===== src/rtl/fetch_unit.sv =====
// Instruction fetch: issues word fetches and keeps an in-order {instruction, pc} buffer; data acked in cycle N is visible in N+1.
// Fetch stalls when the buffer is full; redirects flush it. FETCH_PREFETCH_EN selects a 2-deep buffer (default 1-deep).
module fetch_unit #(
  parameter logic [31:0] RESET_VECTOR = 32'h0000_0000,
  parameter logic [31:0] NOP_INSN     = 32'hE1A0_0000
) (
  input  logic        clk,
  input  logic        rst_n,
  output logic        imem_req_o,
  output logic [31:0] imem_addr_o,
  input  logic        imem_ack_i,
  input  logic [31:0] imem_rdata_i,
  input  logic        redirect_i,
  input  logic [31:0] redirect_pc_i,
  output logic        instr_valid_o,
  input  logic        instr_ready_i,
  output logic [31:0] instruction_o,
  output logic [31:0] pc_o
);

`ifdef FETCH_PREFETCH_EN
  localparam int DEPTH = 2;
`else
  localparam int DEPTH = 1;
`endif
  localparam int              CW         = $clog2(DEPTH + 1);
  localparam logic [CW-1:0]   FULL       = CW'(DEPTH);
  localparam logic [31:0]     RV_ALIGNED = {RESET_VECTOR[31:2], 2'b00};

  logic          r_run;
  logic [31:0]   r_fetch_pc;
  logic [CW-1:0] r_count;
  logic [31:0]   r_insn [DEPTH];
  logic [31:0]   r_pc   [DEPTH];

  logic [31:0]   w_insn_ext [DEPTH+1];
  logic [31:0]   w_pc_ext   [DEPTH+1];
  logic          w_push;
  logic          w_pop;
  logic [CW-1:0] w_wr_idx;
  logic          w_unused_lsb;

  assign imem_req_o    = r_run & (r_count != FULL);
  assign imem_addr_o   = r_fetch_pc;
  assign instr_valid_o = (r_count != '0);
  assign instruction_o = instr_valid_o ? r_insn[0] : NOP_INSN;
  assign pc_o          = instr_valid_o ? r_pc[0]   : r_fetch_pc;

  assign w_push       = imem_req_o & imem_ack_i & ~redirect_i;
  assign w_pop        = instr_valid_o & instr_ready_i;
  // A simultaneous pop shifts the buffer down, so the new entry lands one slot lower.
  assign w_wr_idx     = r_count - CW'(w_pop);
  assign w_unused_lsb = ^redirect_pc_i[1:0];

  // One spare slot above the top entry keeps the shift index in range for every depth.
  always_comb begin
    for (int i = 0; i < DEPTH; i++) begin
      w_insn_ext[i] = r_insn[i];
      w_pc_ext[i]   = r_pc[i];
    end
    w_insn_ext[DEPTH] = NOP_INSN;
    w_pc_ext[DEPTH]   = '0;
  end

  always_ff @(posedge clk or negedge rst_n) begin
    if (!rst_n) begin
      r_run      <= 1'b0;
      r_fetch_pc <= RV_ALIGNED;
      r_count    <= '0;
    end else begin
      r_run <= 1'b1;
      if (redirect_i) begin
        r_fetch_pc <= {redirect_pc_i[31:2], 2'b00};
        r_count    <= '0;
      end else begin
        if (w_push) begin
          r_fetch_pc <= r_fetch_pc + 32'd4;
        end
        r_count <= r_count + CW'(w_push) - CW'(w_pop);
      end
    end
  end

  // Payload storage carries no reset; r_count alone decides what is valid.
  always_ff @(posedge clk) begin
    for (int i = 0; i < DEPTH; i++) begin
      if (w_push && (w_wr_idx == CW'(i))) begin
        r_insn[i] <= imem_rdata_i;
        r_pc[i]   <= r_fetch_pc;
      end else if (w_pop) begin
        r_insn[i] <= w_insn_ext[i+1];
        r_pc[i]   <= w_pc_ext[i+1];
      end
    end
  end

endmodule


===== config.mk =====
export PLATFORM = sky130hd
export DESIGN_NAME = fetch_unit
export DESIGN_NICKNAME = d
export VERILOG_FILES = /design/src/rtl/fetch_unit.sv
export SDC_FILE = /design/constraint.sdc
export NUM_CORES = 1
export LEC_CHECK = 0
export CORE_MARGIN = 1
export CORE_UTILIZATION = 46
export DETAILED_ROUTE_END_ITERATION = 8
export PLACE_DENSITY = 0.81
export SYNTH_ARGS = -nofsm -noshare
export SYNTH_HDL_FRONTEND = slang
export SYNTH_SLANG_ARGS = --single-unit

===== constraint.sdc =====
create_clock -name clk -period 6.6 [get_ports clk]
set_clock_uncertainty 0.2 [all_clocks]
set_input_delay 1.98 -clock clk [delete_from_list [all_inputs] [get_ports clk]]
set_output_delay 1.98 -clock clk [all_outputs]
set_load 0.02 [all_outputs]

# --- Word level (Yosys, flattened, before mapping) ---
# Memory sizes are Yosys's and may differ from the RTL's.
# Index checks and enable logic that the tools add are counted.
word_totals:
  output_inout_bits: 98
  n_memories: 2
  regBits: 34
  ramBits: 64
  wordCells: 34
  input_bits: 69
mem_list:
  columns: ["memory", "depth", "word_bits", "read_ports", "rd_ports_with_merged_regs", "write_ports", "line", "text"]
  rows:
  - ["r_insn", 1, 32, 1, 0, 1, "33", "logic [31:0] r_insn [DEPTH];"]
  - ["r_pc", 1, 32, 1, 0, 1, "34", "logic [31:0] r_pc [DEPTH];"]
classes:
  reduce_logical: 4
  n_mux: 14
  n_bitwise: 7
  n_addsub: 4
ops:
  columns: ["op", "count"]
  rows:
  - ["two-way mux 32 bit", 6]
  - ["OR reduction 32 bit", 2]
  - ["adder 32 x 3 -> 32 bit, second input constant", 1]
  - ["two-way mux 1 bit", 8]
  - ["AND 1 bit", 4]
  - ["inverter 1 bit", 3]
  - ["nonzero test 2 bit", 1]
  - ["subtractor 1 bit", 2]
  - ["adder 1 bit", 1]
  - ["logical AND 1 bit", 1]

# --- Longest topological paths before layout ---
depth:
  ltp_word: 9
  depth_mapped: 6
  mapped_depth_nobuf: 5

# --- Least setup slack after synthesis ---
# Ideal clock, no wire load.
synth_timing:
  path_type: "input port to flip-flop"
  startpoint: "in redirect_i"
  endpoint: "mem r_insn[0][0], enable pin"
  slack_ns: -0.905
  stages: 3
  t_arrival_ns: 6.737
  path_cell_list: "clkbuf_1 -> clkbuf_1 -> o21ai_0"
synth_via:
  elab_chain_len: 7
  word_cells_on_any_way: 9
  cone_classes: "5 x mux; 2 x bitwise; 2 x reduce/logical"
synth_lines:
  columns: ["item", "line", "text"]
  rows:
  - ["start: declaration", "13", "input logic redirect_i,"]
  - ["inverter 1 bit *", "49", "assign w_push = imem_req_o & imem_ack_i & ~redirect_i;"]
  - ["AND 1 bit *", "49", null]
  - ["logical AND 1 bit *", "87", "if (w_push && (w_wr_idx == CW'(i))) begin"]
  - ["two-way mux 1 bit", "87", null]
  - ["two-way mux 1 bit (implied by the code)", "91", "r_insn[i] <= w_insn_ext[i+1];"]
  - ["OR reduction 32 bit (no source line)", null, null]
  - ["two-way mux 1 bit (no source line) *", null, null]
  - ["end: declaration", "33", null]
# Mark *: on every way between the ends. The rest lies on a longest branch, timed or not.

# --- Worst setup path after layout ---
layout_timing:
  startpoint: "reg r_count (netlist: instr_valid_o)"
  endpoint: "out pc_o[28]"
layout_via:
  elab_chain_len: 1
layout_lines:
  columns: ["item", "line", "text"]
  rows:
  - ["start: declaration", "32", "logic [CW-1:0] r_count;"]
  - ["start signal: assignment", "79", "r_count <= r_count + CW'(w_push) - CW'(w_pop);"]
  - ["two-way mux 32 bit", "47", "assign pc_o = instr_valid_o ? r_pc[0] : r_fetch_pc;"]
  - ["end: declaration", "18", "output logic [31:0] pc_o"]
# Every way passes these cells.

==> impl_results.md <==
* Switch share at 27.3%
* Worst path cell trace: buf_4, mux2_2, clkdlybuf4s50_1
* Status: completed
* Die W at 104 µm
* DIE HEIGHT at 104 µm
* Slew margin rel. at 35.1%
* Register share of total power at 49.5%
* Cell Rows at 37
* Hold slack at 0.449 ns
* Fin. max-slew vios at 0
* Slack of the critical path at 1.83 ns
* Gpl congestion at 0.831
* GR Util met3 at 3.32%
* DP Wirelength at 8340 µm
* Area grow syn2layout at 39.4%
* Pint at 1.06 mW
* CTS tree: built
* HP Class: flop to flop
* Commonest non-fill, non-tap cell in the layout: clkdlybuf4s50_1
* Worst slack at placement at 1.61 ns
* Sequential share of the synthesized area at 55.1%
* Detail Route Antenna Nets at 0
* Cell Count, Final, Fillers Out at 728
* Number of global-route vias before repair at 3857
* Resized Gates After CTS at 0
* Async set or reset register ratio after synthesis at 34.0%
* Top FF cell, synth: edfxtp_1
* XOR/XNOR Fraction of Synth Area at 1.81%
* # DRC at 0
* Initial core utilization at 47.2%
* Final hold vios at 0
* I/O Pins at 167
* EDFF count, synth at 62
* Leakage power at 2.37 nW
* Synth top area share at 38.6%
* Least-Margin Pin Slew at 0.966 ns
* Yosys top cell by area: edfxtp_1
* Congestion Overflow GR at 0
* Main combinational cell family by area after synthesis: simple AND/OR/NAND/NOR gates
* Register bit total from synthesis at 94
* RSZ-0062 raised after global routing: false
* Fin crit period at 4.77 ns
* Post-synthesis mux area share at 6.04%
* Leading cell types in the layout, fill and taps excluded: clkdlybuf4s50_1, and2_1, edfxtp_1
* First-pass GRT wire length at 19700 µm
* Psw at 0.398 mW
* Fillers at 824
* Die area at 10900 µm²
* Placed Instances at 712
* Detailed Route WL at 12300 µm
* Hold-fix buffers, CTS at 0
* Antenna diodes at 0
* Gr usage total at 22.8%
* Fmax at 210 MHz
* GR Util met1 at 31.9%
* Clock power frac at 28.4%
* CTS sink count at 94
* Max-Cap Viols at 0
* Synth warn at 0
* CORE AREA at 10200 µm²
* Mapped Area at 4830 µm²
* CP Launch Type: flop
* Final setup fails at 0
* VDD IR-drop max at 0.102 mV
* PD cells at 216 nW/µm²
* CTS buffer count at 9
* Tcrit/Tclk final at 72.2%
* Setup CP Type: flop to output port
* Post-Synth Simple-Gate Area at 25.0%
* Via-to-Cell Ratio at 5.50
* Worst Path Arrival at 2.59 ns
* Combinational group share of total power at 22.1%
* Yosys cell types at 44
* Post-synthesis compound-gate area fraction at 8.37%
* Largest net degree at the start of global routing at 59
* Clk buf depth at 2
* Mapped Cells at 438
* Critical Path RT at 4.42 ns
* Drt initial violations at 188
* Synth Area in Adders at 0.259%
* GR met2 Demand/Resource at 36.7%
* CTS root buf: clkbuf_8
* Initial antenna violation count at 0
* CP max-delay cell: dfrtp_2
* I/O Buffers at 160
* CP peak stage delay at 0.75 ns
* Post-Route Setup TNS at 0 ns
* Final Net Count at 657
* Clock transition at the registers of the reported paths at 0.08 ns
* Endpoint class of the critical path: output port
* Avg WL per Cell at 16.9 µm
* Clock Latency Late Sink at 0.36 ns
* CP max FO at 53
* H-tree Lvls at 3
* Layout cells sized above 1 at 9.46%
* Area contributors post-synth: edfxtp_1, dfrtp_1, and2_1, mux2_2, nand2_1
* First-pass DRT Iterations at 5
* Via count of the routed design at 4001
* Gr busiest metal: met2
* Post-CTS setup buffer count at 0
* Mean post-synth cell area at 11.0 µm²
==> worst max-delay path: cells and delay by family (launching register included) <==
kind	cells	cell delay (ns)
DFF	1	0.75
muxes	1	0.39
buffers and inverters	2	1.07
==> metrics by stage <==
step | total power, mW | instance area [µm²] | util (%)
2_1_floorplan | 0.888 | 4840 | -
3_3_place_gp | 1.05 | 6520 | 63.8
3_5_place_dp | 1.05 | 6520 | 63.8
4_1_cts | 1.46 | 6730 | 65.8
5_1_grt | 1.51 | 6730 | 65.8
6_report | 1.46 | 6730 | 65.8
==> power by group through the flow <==
stage	Combinational, mW	Clock (mW)	Sequential, mW
2_1_floorplan	0.147	0	0.741
3_3_place_gp	0.316	0	0.729
3_5_place_dp	0.323	0	0.732
4_1_cts	0.325	0.419	0.719
5_1_grt	0.345	0.439	0.726
6_report	0.322	0.413	0.720
==> per-layer routing <==
metal | vias to the layer above | wire (µm)
li1 | 1874 | -
met1 | 1923 | 5550
met2 | 190 | 5870
met3 | 14 | 766
met4 | 0 | 132
met5 | - | 0
==> registers in the layout, indices dropped and copies added, names as in the netlist <==
name and cells:
instr_valid_o 1, r_insn 32, imem_addr_o 30, r_pc 30, r_run 1
==> synth_stat cells, drive strengths merged (2+ instances only) <==
library cell and number:
a21oi 6, a22oi 2, a31oi 7, and2 78, and3 3, and4 2
buf 6, clkbuf 23, conb 2, dfrtp 32, edfxtp 62, inv 6
mux2 25, nand2 39, nand2b 13, nand3 15, nand4 14, nor2 13
nor2b 3, nor3 4, nor4 3, o211ai 2, o21ai 19, o311ai 14
o31ai 6, or2 7, or3 5, or4 7, xnor2 7, xor2 3
==> worst paths after layout <==
kind                                              from                          end  slack, ns  cells past startpoint
setup / recovery               instr_valid_o$_DFF_PN0_                     pc_o[28]       1.83                      3
hold / removal             imem_addr_o[30]$_DFFE_PN0P_  imem_addr_o[30]$_DFFE_PN0P_       0.45                      2
setup reg to reg               instr_valid_o$_DFF_PN0_    r_pc[0][25]$_SDFFCE_PP0P_       2.88                      4
hold reg to reg            imem_addr_o[30]$_DFFE_PN0P_  imem_addr_o[30]$_DFFE_PN0P_       0.45                      2
max in group asynchronous                        rst_n      instr_valid_o$_DFF_PN0_       4.04                      2
min in group asynchronous                        rst_n  imem_addr_o[24]$_DFFE_PN0P_       1.83                      2
==> cell type report <==
type                            instances  area (µm²)  share of cell area, %
Tap cell                              136         170                   2.53
Multi-Input combinational cell        312        2040                   30.2
Sequential cell                        94        2660                   39.6
Inverter                                6        22.5                  0.335
Clock buffer                           12         135                   2.01
Clock inverter                          4        72.6                   1.08
Timing Repair Buffer                  164        1630                   24.2
==> logic make-up (layout without fill, tap and decap cells) <==
group | Yosys count | after routing
mux | 26 | 26
buf+inv | 35 | 186
compound gates | 60 | 60
other cells | 2 | 5
simple gates | 210 | 210
fa+ha+maj | 1 | 1
flops | 94 | 94
xor+xnor | 10 | 10
Power figures use the tool's default switching activity.
==> variant 1, RTL diff (same flow settings) <==
Build with the macro `FETCH_PREFETCH_EN` defined.
--- a/src/rtl/fetch_unit.sv
+++ b/src/rtl/fetch_unit.sv
@@ -1,4 +1,6 @@
 // Instruction fetch: issues word fetches and keeps an in-order {instruction, pc} buffer; data acked in cycle N is visible in N+1.
 // Fetch stalls when the buffer is full; redirects flush it. FETCH_PREFETCH_EN selects a 2-deep buffer (default 1-deep).
+`define FETCH_PREFETCH_EN
+
 module fetch_unit #(
   parameter logic [31:0] RESET_VECTOR = 32'h0000_0000,
Formal check against the unedited RTL: not equivalent (a bounded check fails within 4 cycles, from zero or initial values and one cycle with rst_n low).
==> variant 1 against the unedited design <==
  * Sequential power is 120% higher
  * Non-clock buffer count grew 4
  * Sequential cell count increased by 63
  * Worst setup slack worse by 0.45 ns
  * Combinational power rose to 3.7 times the old value
  * Cell area rose by 45%
  * Routed wire length grew 49%
  * Sequential share of layout area up 0.69 points
  * Hold slack worse by 0.20 ns
  * Area after synthesis grew 54%
  * Count of clock-buffer cells in the layout is 7 higher
  * Total power rose to 2.6 times the old value
  * Core utilization down 4.1 points
  * Largest power group unchanged
==> variant 1: results (changes against the unedited design) <==
CTS
The maximum level of the CTS H-tree was 4 (+1). The post-CTS clock slew at the launch and capture registers of the worst setup and hold paths was 0.06 ns (-0.02 ns). The master cell of the clock root buffer is sky130_fd_sc_hd__clkbuf_16. The number of buffers inserted during clock tree synthesis was 17 (+8).

The clock latency on the worst-skew pair is 0.42 ns (+0.06 ns).

Critical path
The maximum fanout along the worst path is 44 (-17%). The standard cell with the maximum stage delay on the critical path is sky130_fd_sc_hd__or2_2. The data arrival time of the critical path came to 3.04 ns (+0.45 ns). The maximum single-stage delay on the critical path is 0.83 ns (+0.08 ns).

Yosys
By area the synthesized netlist is led by sky130_fd_sc_hd__edfxtp_1 25%, sky130_fd_sc_hd__dfxtp_1 17%, sky130_fd_sc_hd__mux2_2 13%, sky130_fd_sc_hd__dfrtp_1 11%, sky130_fd_sc_hd__nand2_1 7.7%. After synthesis, the most frequently instantiated cells are 153 x sky130_fd_sc_hd__nand2_1, 89 x sky130_fd_sc_hd__mux2_2, 73 x sky130_fd_sc_hd__o21ai_0. The fraction of the mapped netlist area in adder cells is 0.00672 (+0.00413). The complex-gate fraction of the synthesized area came to 0.0904 (+0.00670). The number of synthesis warnings is 0 (unchanged). The mux contribution to synthesized area is 0.136 (+0.0756). The share of synthesized registers carrying an async set or reset is 0.210 (-0.130). The number of instances in the synthesized netlist came to 740 (+69%). The xor/xnor share of the synthesized area is 0.00823 (-0.00991). The number of library cell types mapped by synthesis came to 46 (+4.5%).

Routing
The amount of wire on met3 after detailed routing came to 1.28 mm (+67%). The routed wire length is 18.4 mm (+49%). The number of remaining DRC errors is 0 (unchanged). The count of routing violations after the opening detailed-route iteration is 396 (+110%). The routed length on met1 came to 7.77 mm (+40%).

GRT
The global-route met3 utilization is 0.0644 (+0.0312). The total global-route track usage is 0.230 (+0.00181). The number of global-route vias before repair was 5837 (+51%). The maximum number of pins on one net before global-route repair is 125 (+110%). The met1 capacity usage during global routing is 0.282 (-0.0368). The met2 usage in global routing is 0.383 (+0.0159).

Power and ir drop
The leakage power summed over all cells was 3.50 nW (+48%). The worst ir drop on vdd is 212 uV (+110%). The sequential power is 1.56 mW (+120%). The power in the clock group is 0.970 mW (+130%). The reported net switching power came to 1.19 mW (+200%).

Final layout
The net total in the final layout is 945 (+44%). The share of cells above drive strength 1 is 0.153 (+0.0579). The count of fill cells added during filler insertion is 1300 (+58%).

Placement
The weighted congestion reported at the end of routability-driven placement is 0.830 (about the same). The number of placed cells counting well taps came to 1069 (+50%). The HPWL after detailed placement was 11.7 mm (+41%).

Run status
The flow ran to the end, and the final reports show no timing, DRC or antenna violations.

STA
The worst slew margin relative to its limit is 0.216 (-0.135).
## variant 1: final timing paths
check	start	endpoint	slack [ns]	cells after the start
max	r_count[1]	pc_o[31]	1.38	4
min	r_insn[1][14]	r_insn[1][14]	0.25	2
max reg2reg	r_count[0]	r_insn[0][17]	2.70	9
min reg2reg	r_insn[1][14]	r_insn[1][14]	0.25	2
max in group asynchronous	rst_n	imem_addr_o[25]	4.10	2
min in group asynchronous	rst_n	imem_addr_o[6]	1.78	2
## variant 1: layout make-up
type,instances,share of cell area
flip-flops and latches,157,0.403
multi-input cells,519,0.335
repair buffers,168,0.172
clock buffers,19,0.0454
well taps,216,0.0277
clock inverters,13,0.0144
inverters,9,0.00346
## variant 1: per-stage QoR
step                      power [mW]  area (um2)  hold slack, ns  worst slack (ns)
after floorplan                 2.26        7460           0.233              1.77
after global placement          2.72        9170           0.241              1.58
after detailed placement        2.77        9170           0.248              1.52
after CTS                       3.74        9760           0.257              1.31
after global routing            3.91        9760           0.274              1.22
final                           3.71        9760           0.254              1.38
==> variant 2, RTL diff (same settings) <==
Without the edit above. Reset style: synchronous (`rst_n`), changed in one clocked block.
--- a/src/rtl/fetch_unit.sv
+++ b/src/rtl/fetch_unit.sv
@@ -63,5 +63,5 @@
   end
 
-  always_ff @(posedge clk or negedge rst_n) begin
+  always_ff @(posedge clk) begin
     if (!rst_n) begin
       r_run      <= 1'b0;
Function: differs if rst_n is asserted again (counterexample within 4 cycles, from zero or initial values and one cycle with rst_n low); with rst_n held inactive, the same outputs for 10 cycles.
==> variant 2 against the unedited design <==
  * Critical path depth did not move
  * Fmax increased by 1.4%
  * Count of clock-buffer cells in the layout down 2
  * Clock power fell by 12%
  * Area after synthesis fell by 0.98%
  * Routed wire length decreased by 3.3%
  * Global-route usage down 0.69 points
  * Sequential power fell by 4.2%
  * First-iteration DRC count is 30% higher
  * Sequential cell count unchanged
  * Worst setup slack better by 0.065 ns
  * Total power decreased by 12%
  * Cell area shrank 1.7%
  * Largest cell class unchanged
  * Largest power group unchanged
==> variant 2: results (changes against the unedited design) <==
GRT
The met2 usage in global routing is 0.372 (+0.00483). The global-route met3 utilization was 0.0388 (+0.00564). The maximum number of pins on one net before global-route repair is 62 (+5.1%). The total global-route track usage is 0.222 (-0.00692).

The met1 capacity usage during global routing was 0.287 (-0.0319).

Placement
The weighted congestion reported at the end of routability-driven placement came to 0.794 (-4.4%). The HPWL after detailed placement is 8.26 mm (-0.98%). The setup slack after placement is 1.69 ns (+0.0799 ns). The cell area after placement is 0.00644 mm2 (-1.3%).

STA
The worst slack on hold paths is 0.372 ns (-0.0772 ns). The final critical-path share of the clock period is 0.712 (-0.00979). The slew at the pin closest to its max-slew limit was 1.09 ns (+0.123 ns).

Routing
The routed length on met1 is 5.31 mm (-4.4%). The routed wire length is 11.9 mm (-3.3%). The detailed route wirelength on metal2 came to 5.82 mm (-0.72%).

The count of TritonRoute iterations in the first routing pass is 4 (-1). The count of routing violations after the opening detailed-route iteration is 244 (+30%).

Critical path
The critical path capture point is pc_o[12]. The maximum single-stage delay on the critical path is 0.71 ns (-0.04 ns). The standard cell with the maximum stage delay on the critical path is sky130_fd_sc_hd__dfxtp_2.

The critical path starts at instr_valid_o. The register-to-register setup slack is 3.35 ns (+0.47 ns). The data arrival time of the critical path came to 2.52 ns (-0.07 ns). The reg-to-reg endpoint is r_insn[0][15].

Yosys
The register area share after synthesis is 0.523 (-0.0280). The number of library cell types mapped by synthesis is 47 (+6.8%). The fraction of post-synthesis cell area in the top cell type by area is 0.389 (+0.00383). The share of synthesized registers carrying an async set or reset came to 0 (-0.340).

After synthesis, the most frequently instantiated cells are 81 x sky130_fd_sc_hd__and2_1, 62 x sky130_fd_sc_hd__edfxtp_1, 32 x sky130_fd_sc_hd__dfxtp_1.

Power and ir drop
The power density over the cells is 194 mW/mm2 (-10%). The share of power burned in combinational logic was 0.179 (-0.042). The worst ir drop on vdd was 103 uV (+0.91%). The reported net switching power is 0.329 mW (-17%). The proportion of power drawn by the clock network is 0.283 (about the same).

Run status
The run finished with clean final reports.

Hold path
The startpoint identified for the worst hold timing path is imem_addr_o[18]. The destination of the worst hold path is imem_addr_o[18].

Final layout
The net total in the final layout came to 655 (-0.30%). The count of fill cells added during filler insertion is 797 (-3.3%).
-- variant 2: changes by cell type after synthesis, moves of 4 or more --
cell and delta:
sky130_fd_sc_hd__or2_2 -7, sky130_fd_sc_hd__a21oi_1 +5, sky130_fd_sc_hd__nor2_1 -9, sky130_fd_sc_hd__nand2_1 -24
sky130_fd_sc_hd__o21ai_0 +10, sky130_fd_sc_hd__dfxtp_1 +32, sky130_fd_sc_hd__o211a_1 +4, sky130_fd_sc_hd__nor4_1 +4
sky130_fd_sc_hd__o311ai_0 -14, sky130_fd_sc_hd__o31ai_1 +4, sky130_fd_sc_hd__a31oi_1 +5, sky130_fd_sc_hd__or4_1 +4
sky130_fd_sc_hd__dfrtp_1 -32
-- variant 2: cell type report --
type	count	area [um2]	area share
Sequential cell	94	2500	0.378
Multi-Input combinational cell	313	2130	0.322
Timing Repair Buffer	163	1620	0.245
Tap cell	133	166	0.0251
Clock buffer	10	128	0.0193
Clock inverter	6	52.6	0.00794
Inverter	4	15.0	0.00227
-- variant 2: cells by family (layout without fill, tap and decap cells) --
group | after synthesis | after routing | share of synthesized area
AND/OR/NAND/NOR | 193 | 193 | 0.252
flip-flops | 94 | 94 | 0.523
AO/OA/AOI/OAI | 77 | 77 | 0.100
buffers and inverters | 36 | 183 | 0.0361
multiplexers | 28 | 28 | 0.0660
XOR/XNOR | 10 | 10 | 0.0183
adder cells (fa/ha/maj) | 1 | 1 | 0.00262
other | 1 | 4 | 0.000784
-- variant 2: tightest hold or removal path, stage by stage (launching register included) --
cell	delay, ns
sky130_fd_sc_hd__dfxtp_1	0.37
sky130_fd_sc_hd__o31ai_1	0.08
sky130_fd_sc_hd__a31oi_1	0.08
